$ cat src/rtl/game_pkg.sv
// Shared types and defaults for the pong game-flow controller.
package game_pkg;

    typedef enum logic [1:0] {
        StIdle      = 2'd0,
        StWaitServe = 2'd1,
        StPlay      = 2'd2,
        StGameOver  = 2'd3
    } game_state_t;

    localparam logic [1:0] WinnerNone = 2'd0;
    localparam logic [1:0] WinnerP1   = 2'd1;
    localparam logic [1:0] WinnerP2   = 2'd2;

    localparam int unsigned DefWinPoints    = 11;
    localparam int unsigned DefOverFrames   = 180;
    localparam int unsigned DefServeTimeout = 300;

    localparam int unsigned FrameCntW = 9;

endpackage

$ cat src/rtl/btn_edge.sv
// Two-flop synchroniser for a raw button followed by a rising-edge detector that yields a
// one-cycle press pulse.
module btn_edge (
    input  logic clk_i,
    input  logic rst_i,
    input  logic btn_i,
    output logic press_o
);

    logic [1:0] sync_q;
    logic       prev_q;

    always_ff @(posedge clk_i) begin
        if (rst_i) begin
            sync_q <= 2'b00;
            prev_q <= 1'b0;
        end else begin
            sync_q <= {sync_q[0], btn_i};
            prev_q <= sync_q[1];
        end
    end

    assign press_o = sync_q[1] & ~prev_q;

endmodule

$ cat src/rtl/game_state_ctl.sv
// Game-flow controller: mode selection, serve requests and end-of-match detection for
// ball_control. Optional automatic serve after a frame timeout: define GAME_AUTO_SERVE_EN.
module game_state_ctl
    import game_pkg::*;
#(
    parameter int unsigned WIN_POINTS    = DefWinPoints,
    parameter int unsigned OVER_FRAMES   = DefOverFrames,
    parameter int unsigned SERVE_TIMEOUT = DefServeTimeout
) (
    input  logic       clk65MHz,
    input  logic       rst,
    input  logic       end_of_frame,
    input  logic       btn_single,
    input  logic       btn_multi,
    input  logic       btn_serve,
    input  logic [3:0] points_player_1,
    input  logic [3:0] points_player_2,
    output logic       screen_idle,
    output logic       screen_multi,
    output logic       serve,
    output logic       game_over,
    output logic [1:0] winner
);

    localparam logic [3:0]           WinScore    = 4'(WIN_POINTS);
    localparam logic [FrameCntW-1:0] FrameCntMax = '1;

    game_state_t          state_q, state_d;
    logic                 mode_q, mode_d;
    logic [1:0]           winner_q, winner_d;
    logic                 serve_pending_q, serve_pending_d;
    logic                 serve_q, serve_d;
    logic                 screen_idle_q, game_over_q;
    logic [FrameCntW-1:0] frame_cnt_q, frame_cnt_d;
    logic [3:0]           p1_q, p2_q;

    logic press_single, press_multi, press_serve;
    logic p1_win, p2_win, point_evt;
    logic [FrameCntW:0] frame_limit;
    logic frame_done, auto_serve;

    btn_edge u_edge_single (
        .clk_i   (clk65MHz),
        .rst_i   (rst),
        .btn_i   (btn_single),
        .press_o (press_single)
    );

    btn_edge u_edge_multi (
        .clk_i   (clk65MHz),
        .rst_i   (rst),
        .btn_i   (btn_multi),
        .press_o (press_multi)
    );

    btn_edge u_edge_serve (
        .clk_i   (clk65MHz),
        .rst_i   (rst),
        .btn_i   (btn_serve),
        .press_o (press_serve)
    );

    // Only an increase can end the match; a drop means ball_control was reset.
    assign p1_win    = (points_player_1 > p1_q) && (points_player_1 >= WinScore);
    assign p2_win    = (points_player_2 > p2_q) && (points_player_2 >= WinScore);
    assign point_evt = (points_player_1 != p1_q) || (points_player_2 != p2_q);

    // One frame counter serves both the game-over hold and the serve timeout.
    assign frame_limit = (state_q == StGameOver) ? (FrameCntW + 1)'(OVER_FRAMES)
                                                 : (FrameCntW + 1)'(SERVE_TIMEOUT);
    assign frame_done  = end_of_frame && (({1'b0, frame_cnt_q} + 1'b1) >= frame_limit);

`ifdef GAME_AUTO_SERVE_EN
    assign auto_serve = frame_done;
`else
    assign auto_serve = 1'b0;
`endif

    always_comb begin
        state_d         = state_q;
        mode_d          = mode_q;
        winner_d        = winner_q;
        serve_pending_d = serve_pending_q;
        frame_cnt_d     = frame_cnt_q;

        if (end_of_frame && (frame_cnt_q != FrameCntMax)) begin
            frame_cnt_d = frame_cnt_q + 1'b1;
        end
        // An end_of_frame only releases the serve once serve is visibly high.
        if (serve_q && end_of_frame) begin
            serve_pending_d = 1'b0;
        end

        unique case (state_q)
            StIdle: begin
                if (press_single) begin
                    state_d = StWaitServe;
                    mode_d  = 1'b0;
                end else if (press_multi) begin
                    state_d = StWaitServe;
                    mode_d  = 1'b1;
                end
            end
            StWaitServe: begin
                if (press_serve || auto_serve) begin
                    state_d         = StPlay;
                    serve_pending_d = 1'b1;
                end
            end
            StPlay: begin
                if (p1_win) begin
                    state_d  = StGameOver;
                    winner_d = WinnerP1;
                end else if (p2_win) begin
                    state_d  = StGameOver;
                    winner_d = WinnerP2;
                end else if (point_evt) begin
                    state_d = StWaitServe;
                end
            end
            StGameOver: begin
                if (frame_done) begin
                    state_d  = StIdle;
                    winner_d = WinnerNone;
                    mode_d   = 1'b0;
                end
            end
            default: state_d = StIdle;
        endcase

        if (state_d != state_q) begin
            frame_cnt_d = '0;
        end
    end

    assign serve_d = serve_pending_q && !(serve_q && end_of_frame);

    always_ff @(posedge clk65MHz) begin
        if (rst) begin
            state_q         <= StIdle;
            mode_q          <= 1'b0;
            winner_q        <= WinnerNone;
            serve_pending_q <= 1'b0;
            serve_q         <= 1'b0;
            screen_idle_q   <= 1'b1;
            game_over_q     <= 1'b0;
            frame_cnt_q     <= '0;
            p1_q            <= 4'd0;
            p2_q            <= 4'd0;
        end else begin
            state_q         <= state_d;
            mode_q          <= mode_d;
            winner_q        <= winner_d;
            serve_pending_q <= serve_pending_d;
            serve_q         <= serve_d;
            screen_idle_q   <= (state_d == StIdle) || (state_d == StGameOver);
            game_over_q     <= (state_d == StGameOver);
            frame_cnt_q     <= frame_cnt_d;
            p1_q            <= points_player_1;
            p2_q            <= points_player_2;
        end
    end

    assign screen_idle  = screen_idle_q;
    assign screen_multi = mode_q;
    assign serve        = serve_q;
    assign game_over    = game_over_q;
    assign winner       = winner_q;

endmodule

$ cat config.mk
export PLATFORM = sky130hd
export DESIGN_NAME = game_state_ctl
export DESIGN_NICKNAME = d
export VERILOG_FILES = /design/src/rtl/game_pkg.sv /design/src/rtl/btn_edge.sv /design/src/rtl/game_state_ctl.sv
export SDC_FILE = /design/constraint.sdc
export NUM_CORES = 1
export LEC_CHECK = 0
export BUFFER_PORTS_ARGS = -buffer_cell sky130_fd_sc_hd__clkbuf_2
export CORE_ASPECT_RATIO = 1.75
export CORE_MARGIN = 1
export CORE_UTILIZATION = 52
export DETAILED_ROUTE_END_ITERATION = 12
export GPL_TIMING_DRIVEN = 0
export PLACE_DENSITY = 0.74
export SLEW_MARGIN = 40
export SYNTH_ARGS = -nofsm -noshare
export SYNTH_HDL_FRONTEND = slang
export SYNTH_HIERARCHICAL = 1
export SYNTH_SLANG_ARGS = --single-unit
$ cat constraint.sdc
create_clock -name clk65MHz -period 2.54 [get_ports clk65MHz]
set_input_delay 0.381 -clock clk65MHz [delete_from_list [all_inputs] [get_ports clk65MHz]]
set_output_delay 0.381 -clock clk65MHz [all_outputs]
set_load 0.05 [all_outputs]
==> impl_metrics.ini, run 1 <==
[logic_synthesis]
ys_seq_area_share_pct = 39.4
synth_edf_count = 0
ys_seq_elements = 35
synthSimpleGateAreaFrac_pct = 22.5
yosysWarningCount = 6
syn_nets = 220
synthMuxAreaShare_pct = 1.13
netlist_instances = 190
synth_top_family_by_area = simple AND/OR/NAND/NOR gates
synth_compound_area_share_pct = 15.0
synthXorXnorAreaFrac_pct = 5.42
synth_top_area_share_pct = 39.4
yosys.area.top_type = dfxtp_1
synthFlopType = dfxtp_1
postSynthAreaPerCell_um2 = 9.35
syn_area_mm2 = 0.00178
synth_cell_types = 41
synthAdderAreaFrac_pct = 11.3
synth_area_leaders = dfxtp_1, ha_1, nor2b_1, xnor2_1, nor3_1
async_reset_ff_share_pct = 0

[final_layout]
num-fill-cells = 251
n_antenna_cell = 0
nNetsFinal = 258
drive_above_1_share_pct = 33.2
syn2layout_area_growth_pct = 28.6
mostFrequentLayoutCells = dfxtp_1, clkbuf_2, nor2b_1, buf_4
final_common_cell = dfxtp_1

[setup_path]
required_ns = 2.71
crit_fanout = 4
crit_family = simple AND/OR/NAND/NOR gates
path_buf_inv = 0
start_kind = flip-flop
worst_ep_arrival_time_ns = 2.76
critPathMaxStageDelay_ns = 0.36
critPathKind = reg2reg
endpoint_kind = flip-flop
crit_slowest_cell = dfxtp_4
crit_chain = nand4_1 > nor2_2 > ha_4 > ha_4 > and3_4 > o31ai_4 > a211oi_2 > a211oi_2 > nor2_1 > a21oi_1 > ha_1 > nor2b_1

[clock_tree]
clock_latency_ns = 0.30
clkSinkCount = 35
clockBufferDepth = 2
cts_hold_buf = 0
htree_levels = 2
numCtsBuffers = 5
cts_tree = built
cts-root-buf = clkbuf_8
clkTransAtPathRegs_ns = 0.07

[sta]
slew_headroom_pct = 43.5
final.setup_skew_ns = 0.00483
drv_slew = 0
final-hold-violation-count = 0
worst_hold_slack_ns = 0.301
rsz0062_at_grt = yes
tns_ns = -0.0922
setup_ws_ns = -0.0502
tightestPinTransition_ns = 0.834
period_share_pct = 102
min_period_ns = 2.59
clock.fmax_mhz = 386
setup_viol = 6

[status]
status = finished, violations left
violations = setup timing

[global_routing]
first_global_vias = 1583
grt_max_degree = 11
grt_pass1_wl_um = 6650
track_usage_pct = 25.5
grt_antenna_before_repair = 0
overflow = 0

[power]
p_per_area_mw_per_mm2 = 598
p_leak_nw = 0.927
vdd_drop_max_v = 0.000547

[die]
die_x_um = 46.2
die_y_um = 79.3
dieArea_mm2 = 0.00366
io_pins = 20
initial_core_util_pct = 55.4
coreArea_mm2 = 0.00321
rows = 27

[drt]
drtIter0Drc = 33
num_vias = 1522
wl_per_cell_um = 15.9
dr.pass1.iters = 6
totalWireLength_um = 4330
ant_nets = 0
drc = 0
vias_per_cell = 5.60

[placement]
place_hpwl_um = 2730
place_congestion = 0.857
numPortBuffers = 19

[run]
cap_violations = 0

[min_path]
min_path_type = in2reg
==> power by group <==
group | total (W) | switching (W) | leakage (nW) | internal (W)
Combinational | 0.000368 | 0.000236 | 0.594 | 0.000132
Clock | 0.000391 | 0.000199 | 0.0422 | 0.000192
Sequential | 0.000607 | 0.0000204 | 0.291 | 0.000586
Total | 0.00137 | 0.000456 | 0.927 | 0.000910
==> timing repair <==
item,CTS,global route
gates cloned,1,0
resized for setup,23,16
buffers inserted,11,2
pin swaps,11,17
setup endpoints to repair,16,14
==> stage by stage <==
step	area [um^2]	setup WS (ns)	power [W]	util [%]	std cells
2_1_floorplan	1780	0.000589	0.000814	-	190
3_3_place_gp	1930	-0.327	0.000879	60.0	252
3_5_place_dp	1930	-0.382	0.000895	60.0	252
4_1_cts	2200	-0.0285	0.00133	68.6	272
5_1_grt	2280	-0.145	0.00143	71.2	272
6_report	2280	-0.0502	0.00137	71.2	272
==> synthesized netlist by cell type (5+ instances only) <==
master,instances
clkbuf_1,5
xnor2_1,7
dfxtp_1,35
ha_1,16
a21oi_1,7
inv_1,13
nand2_1,6
nor2b_1,19
nor2_1,12
nand3_1,5
nor3_1,12
==> worst register-to-register path, delay by kind of cell, from the launching register on <==
family	cells	cell delay, ns
fa+ha+maj	3	0.74
simple gates	5	0.91
flops	1	0.36
compound gates	4	0.45
==> flip-flops by register name, indices dropped and copies added (netlist names) <==
register and cells:
state_q 2, u_edge_multi/sync_q 2, u_edge_serve/sync_q 2, u_edge_serve/prev_q 1
winner 2, screen_idle 1, frame_cnt_q 9, screen_multi 1
game_over 1, u_edge_single/sync_q 2, serve 1, p2_q 4
serve_pending_q 1, p1_q 4, u_edge_multi/prev_q 1, u_edge_single/prev_q 1
==> layout make-up <==
class / instances / area (um^2) / share of cell area [%]
multi-input combinational: 134 / 1160 / 50.7
sequential: 35 / 718 / 31.4
timing repair buffer: 32 / 193 / 8.43
clock buffer: 7 / 76.3 / 3.34
tap: 43 / 53.8 / 2.35
inverter: 13 / 48.8 / 2.14
buffer: 7 / 32.5 / 1.42
clock inverter: 1 / 5.00 / 0.219
==> layer usage <==
metal  track usage, %  vias up  share of wire [%]
met5                0        -                  0
met4             16.5        0                4.6
met3             7.50       19                3.5
met2             46.1       37                 57
met1             22.4      724                 35
li1                 -      742                  -
==> cell families (layout without fill, tap and decap cells) <==
kind of cell    Yosys count  in the layout
simple gates             71             71
xor+xnor                 11             11
fa+ha+maj                16             16
buf+inv                  22             60
mux                       2              2
compound gates           33             34
flops                    35             35
==> worst paths after layout <==
kind	from	to	slack, ns	depth (start not counted)
hold reg to reg	u_edge_multi/sync_q[0]	u_edge_multi/sync_q[1]	0.44	1
hold / removal	btn_single	u_edge_single/sync_q[0]	0.30	2
setup / recovery	frame_cnt_q[5]	game_over	-0.05	12
setup reg to reg	frame_cnt_q[5]	game_over	-0.05	12
Power figures use the tool's default switching activity.
==> inputs of run 2 (changes only) <==
--- a/config.mk
+++ b/config.mk
@@ -8,12 +8,12 @@
 export BUFFER_PORTS_ARGS = -buffer_cell sky130_fd_sc_hd__clkbuf_2
 export CORE_ASPECT_RATIO = 1.75
 export CORE_MARGIN = 1
-export CORE_UTILIZATION = 52
+export CORE_UTILIZATION = 54
+export CTS_BUF_LIST = sky130_fd_sc_hd__clkbuf_8
 export DETAILED_ROUTE_END_ITERATION = 12
 export GPL_TIMING_DRIVEN = 0
-export PLACE_DENSITY = 0.74
+export PLACE_DENSITY = 0.76
 export SLEW_MARGIN = 40
 export SYNTH_ARGS = -nofsm -noshare
 export SYNTH_HDL_FRONTEND = slang
-export SYNTH_HIERARCHICAL = 1
 export SYNTH_SLANG_ARGS = --single-unit
==> impl_metrics.ini, run 2 <==
[status]
status = finished, violations left
violations = setup timing

[final_layout]
reg_top3 = frame_cnt_q (9), p1_q (4), p2_q (4)
mostFrequentLayoutCells = dfxtp_1, clkbuf_2, nor2b_1, buf_4, inv_1
syn2layout_area_growth_pct = 36.6
n_antenna_cell = 0
final_util_pct = 77.1
drive_above_1_share_pct = 36.6
largest_register = frame_cnt_q
final_common_cell = dfxtp_1
nNetsFinal = 267
largest_reg_flops = 9

[clock_tree]
clkTransAtPathRegs_ns = 0.07
cts_tree = built
clkSinkCount = 35
numCtsBuffers = 5
clockBufferDepth = 2
cts_hold_buf = 0
htree_levels = 2
cts-root-buf = clkbuf_8
clock_latency_ns = 0.29

[logic_synthesis]
ys_seq_elements = 35
synthFlopType = dfxtp_1
synth_area_leaders = dfxtp_1, ha_1, nor2b_1, nor4_1, xnor2_1
synthTopCellsByCount = dfxtp_1, nor2b_1, ha_1
postSynthAreaPerCell_um2 = 9.24
synth_cell_types = 41
synth_top_area_share_pct = 39.5
syn_area_mm2 = 0.00177
yosysWarningCount = 0
synth_edf_count = 0
syn_nets = 222
yosys.area.top_type = dfxtp_1
post-synth-top-count-cell = dfxtp_1
async_reset_ff_share_pct = 0
netlist_instances = 192
ys_seq_area_share_pct = 39.5

[global_routing]
grt_antenna_before_repair = 0
overflow = 0
first_global_vias = 1617
track_usage_pct = 26.4
grt_pass1_wl_um = 6650
grt_max_degree = 12

[power]
p_per_area_mw_per_mm2 = 498
vdd_drop_max_v = 0.000477
finalPower_w = 0.00121
p_leak_nw = 0.989

[setup_path]
endpoint_kind = flip-flop
cpMostUsedCell = buf_4
critPathMaxStageDelay_ns = 0.34
worst_ep_arrival_time_ns = 2.74
crit_slowest_cell = dfxtp_4
start_kind = flip-flop
crit_fanout = 3
crit_chain = nand4_1 > buf_4 > buf_4 > buf_4 > buf_4 > buf_4 > buf_4 > nor3_4 > o31a_1 > o41ai_4 > buf_4 > nand2_4 > o21ai_2 > ha_4 > nand2b_1
critPathKind = reg2reg
required_ns = 2.72

[sta]
clock.fmax_mhz = 392
period_share_pct = 100
min_period_ns = 2.55
final-hold-violation-count = 0
final.setup_skew_ns = 0.00546
tightestPinTransition_ns = 0.855
rsz0062_at_grt = yes
setup_ws_ns = -0.0122
slew_headroom_pct = 43.0
setup_viol = 1
drv_slew = 0

[drt]
drtIter0Drc = 39
num_vias = 1592
vias_per_cell = 5.67
totalWireLength_um = 4670
wl_per_cell_um = 16.6
dr.pass1.iters = 4
ant_nets = 0
drc = 0

[run]
cap_violations = 0

[die]
io_pins = 20
dieArea_mm2 = 0.00353
die_x_um = 45.3
die_y_um = 77.8
initial_core_util_pct = 56.5
coreArea_mm2 = 0.00314
rows = 27

[placement]
place_hpwl_um = 2860
numPortBuffers = 19
place_congestion = 0.842

[min_path]
min_path_type = in2reg
==> run 2: cell types whose count changed after synthesis, sizes merged, moves of 3 or more <==
cell	delta
o31ai	-4
nor3	-9
o21ai	+4
nor4	+11
nor2b	-4
clkbuf	-3
nand2	+5
a2111oi	-3
==> run 2: cell families after synthesis <==
kind of cell | after synthesis | share of synthesized area, %
AOI/OAI and AO/OA | 28 | 11.9
xor gates and xnor gates | 12 | 5.92
adders and majority gates | 16 | 11.3
buffers and inverters | 21 | 5.01
DFF | 35 | 39.5
muxes | 2 | 1.13
and+or+nand+nor | 78 | 25.2
==> run 2: final cells by class <==
cell class                 instances  area, um^2
sequential                        35         722
inverter                          13        48.8
clock buffer                       7        96.3
multi-input combinational        136        1210
fill                             205         718
buffer                             8        43.8
timing repair buffer              38         241
clock inverter                     1        7.51
tap                               43        53.8
==> run 2: worst paths after layout <==
check,startpoint,end,slack [ns],depth (start not counted)
max,frame_cnt_q[3],screen_idle,-0.01,15
min reg2reg,u_edge_serve.sync_q[0],u_edge_serve.sync_q[1],0.44,1
max reg2reg,frame_cnt_q[3],screen_idle,-0.01,15
min,btn_multi,u_edge_multi.sync_q[0],0.30,2
==> run 2: what timing repair did <==
item	4_1_cts	5_1_grt
cloned	1	0
buffers inserted	13	5
gates resized for setup	34	15
endpoints found under the hold margin	0	0
pin swaps	7	10
setup endpoints to repair	12	13
==> run 2: critical path: cells and delay by family (launching register included) <==
kind	cells	cell delay (ns)
AOI/OAI and AO/OA	3	0.36
buffers and inverters	7	0.98
and+or+nand+nor	4	0.45
DFF	1	0.34
adders and majority gates	1	0.30
==> run 2: stage by stage <==
| stage | setup WS, ns | hold WS (ns) | cell area [um^2] | instances | setup TNS [ns] |
|---|---|---|---|---|---|
| 2_1_floorplan | 0.00195 | 0.409 | 1770 | 192 | 0 |
| 3_3_place_gp | -0.314 | 0.417 | 1920 | 254 | -0.826 |
| 3_5_place_dp | -0.314 | 0.420 | 1930 | 254 | -1.60 |
| 4_1_cts | 0.0000839 | 0.312 | 2270 | 276 | 0 |
| 5_1_grt | -0.109 | 0.321 | 2420 | 281 | -0.794 |
| 6_report | -0.0122 | 0.301 | 2420 | 281 | -0.0122 |
==> run 2: power breakdown <==
part | total (W) | switching (W) | internal [W]
Clock | 0.000454 | 0.000207 | 0.000247
Sequential | 0.000580 | 0.0000110 | 0.000569
Combinational | 0.000173 | 0.000108 | 0.0000650
Total | 0.00121 | 0.000326 | 0.000881
==> run 2: per-layer routing <==
metal	vias up	GRT usage (%)	routed length, um
li1	763	-	-
met1	775	22.8	1710
met2	37	50.0	2670
met3	17	5.81	111
met4	0	15.8	168
met5	-	0	0
==> inputs of run 3 (changes only) <==
--- a/config.mk
+++ b/config.mk
@@ -7,12 +7,11 @@
 export LEC_CHECK = 0
 export BUFFER_PORTS_ARGS = -buffer_cell sky130_fd_sc_hd__clkbuf_2
 export CORE_ASPECT_RATIO = 1.75
-export CORE_MARGIN = 1
-export CORE_UTILIZATION = 54
-export CTS_BUF_LIST = sky130_fd_sc_hd__clkbuf_8
+export CORE_MARGIN = 5
+export CORE_UTILIZATION = 52
 export DETAILED_ROUTE_END_ITERATION = 12
 export GPL_TIMING_DRIVEN = 0
-export PLACE_DENSITY = 0.76
+export PLACE_DENSITY = 0.74
 export SLEW_MARGIN = 40
 export SYNTH_ARGS = -nofsm -noshare
 export SYNTH_HDL_FRONTEND = slang
==> impl_metrics.ini, run 3 (same netlist as run 2, synthesis figures left out) <==
[power]
p_leak_nw = 0.969
p_comb_share_pct = 12.9
power_frac_seq_pct = 45.9
sw_frac_of_total_pct = 25.0
p_sw_w = 0.000316
p_int_w = 0.000945
clkPwrFrac_pct = 41.2
p_per_area_mw_per_mm2 = 527
vdd_drop_max_v = 0.000395

[sta]
min_period_ns = 2.59
setup_ws_ns = -0.0518
slew_headroom_pct = 11.5
rsz0062_at_grt = yes
period_share_pct = 102
clock.fmax_mhz = 386
setup_viol = 2
drv_slew = 0
final-hold-violation-count = 0
tightestPinTransition_ns = 1.32
final.setup_skew_ns = 0.00753
worst_hold_slack_ns = 0.306

[global_routing]
overflow = 0
first_global_vias = 1500
track_usage_pct = 17.7
gr-usage-met3_pct = 3.77
use_met1_pct = 14.9
grt_max_degree = 12
grt_antenna_before_repair = 0
grt_pass1_wl_um = 6130
use_met2_pct = 34.8
gr-max-usage-layer = met2

[clock_tree]
numCtsBuffers = 5
cts_tree = built
clock_latency_ns = 0.29
clkTransAtPathRegs_ns = 0.07
clockBufferDepth = 2
htree_levels = 2
clkSinkCount = 35
cts-root-buf = clkbuf_8

[die]
rows = 28
die_y_um = 87.3
io_pins = 20
dieArea_mm2 = 0.00473
die_x_um = 54.2
initial_core_util_pct = 53.3
coreArea_mm2 = 0.00333

[final_layout]
largest_reg_flops = 9
mostFrequentLayoutCells = dfxtp_1, clkbuf_2, nor2b_1, buf_4
final_common_cell = dfxtp_1
largest_register = frame_cnt_q
syn2layout_area_growth_pct = 35.0
n_antenna_cell = 0
nNetsFinal = 264
reg_top3 = frame_cnt_q (9), p1_q (4), p2_q (4)
drive_above_1_share_pct = 34.9
num-fill-cells = 241

[status]
status = finished, violations left
violations = setup timing

[drt]
ant_nets = 0
vias_per_cell = 5.37
drtIter0Drc = 15
totalWireLength_um = 4170
drc = 0
wl_per_cell_um = 14.9
num_vias = 1504
dr.pass1.iters = 4

[placement]
dpl_worst_slack_ns = -0.258
numPortBuffers = 19
place_hpwl_um = 2750
place_congestion = 0.843

[setup_path]
crit_family = compound AO/OA/AOI/OAI gates
worst_ep_arrival_time_ns = 2.82
required_ns = 2.77
endpoint_kind = flip-flop
start_kind = flip-flop
crit_slowest_cell = dfxtp_4
critPathKind = reg2reg
critPathMaxStageDelay_ns = 0.37
path_buf_inv = 2
crit_fanout = 4
crit_chain = nand4_1 > buf_4 > nor2_2 > xor2_1 > ha_1 > a21boi_2 > o41ai_4 > buf_4 > nand2_4 > a21oi_1 > ha_1 > nand2b_1

[min_path]
min_path_type = in2reg

[run]
cap_violations = 0
## run 3: worst register-to-register path, stage by stage, from the launching register on
cell and delay, ns:
dfxtp_4 0.37, nand4_1 0.13, buf_4 0.18, nor2_2 0.10, xor2_1 0.17, ha_1 0.27, a21boi_2 0.18, o41ai_4 0.36
buf_4 0.20, nand2_4 0.08, a21oi_1 0.16, ha_1 0.27, nand2b_1 0.08
## run 3: final cells by class
| type | instances | area (um^2) | area share [%] |
|---|---|---|---|
| Tap cell | 45 | 56.3 | 2.35 |
| Clock buffer | 6 | 82.6 | 3.45 |
| Multi-Input combinational cell | 136 | 1190 | 49.6 |
| Sequential cell | 35 | 724 | 30.3 |
| Buffer | 8 | 40.0 | 1.67 |
| Inverter | 13 | 48.8 | 2.04 |
| Timing Repair Buffer | 35 | 219 | 9.14 |
| Clock inverter | 2 | 35.0 | 1.46 |
## run 3: worst paths after layout
check,slack [ns],start,endpoint,cells after the start
worst max-delay path,-0.05,frame_cnt_q[5],screen_idle,12
worst min register to register,0.44,serve_pending_q,serve,2
worst min-delay path,0.31,btn_multi,u_edge_multi.sync_q[0],2
worst max register to register,-0.05,frame_cnt_q[5],screen_idle,12
## run 3: metrics by stage
stage | instance area, um^2 | utilization, % | TNS, ns | power [W] | instances
finish | 2390 | 72.0 | -0.0563 | 0.00126 | 280
global route | 2390 | 72.0 | -0.885 | 0.00131 | 280
CTS | 2110 | 63.4 | 0 | 0.00125 | 268
detailed placement | 1930 | 58.0 | -0.813 | 0.000733 | 256
global placement | 1930 | 57.9 | -1.14 | 0.000729 | 256
floorplan | 1770 | - | 0 | 0.000689 | 192
## run 3: power groups by stage
stage / Sequential, W / Combinational [W] / Clock [W]
5_1_grt: 0.000581 / 0.000180 / 0.000551
3_5_place_dp: 0.000596 / 0.000137 / 0
2_1_floorplan: 0.000613 / 0.0000760 / 0
6_report: 0.000578 / 0.000163 / 0.000519
3_3_place_gp: 0.000595 / 0.000134 / 0
4_1_cts: 0.000583 / 0.000143 / 0.000528
## run 3: metal layers
layer | wire length [um] | part of all wire (%)
met2 | 2410 | 58
met4 | 110 | 2.6
met5 | 0 | 0
met1 | 1520 | 36
met3 | 131 | 3.1
## run 3: timing repair
action	in CTS	in global routing
buffers inserted	4	11
setup endpoints to repair	12	9
pin swaps	2	11
hold buffers	0	0
resized for setup	11	37
gates cloned	0	1
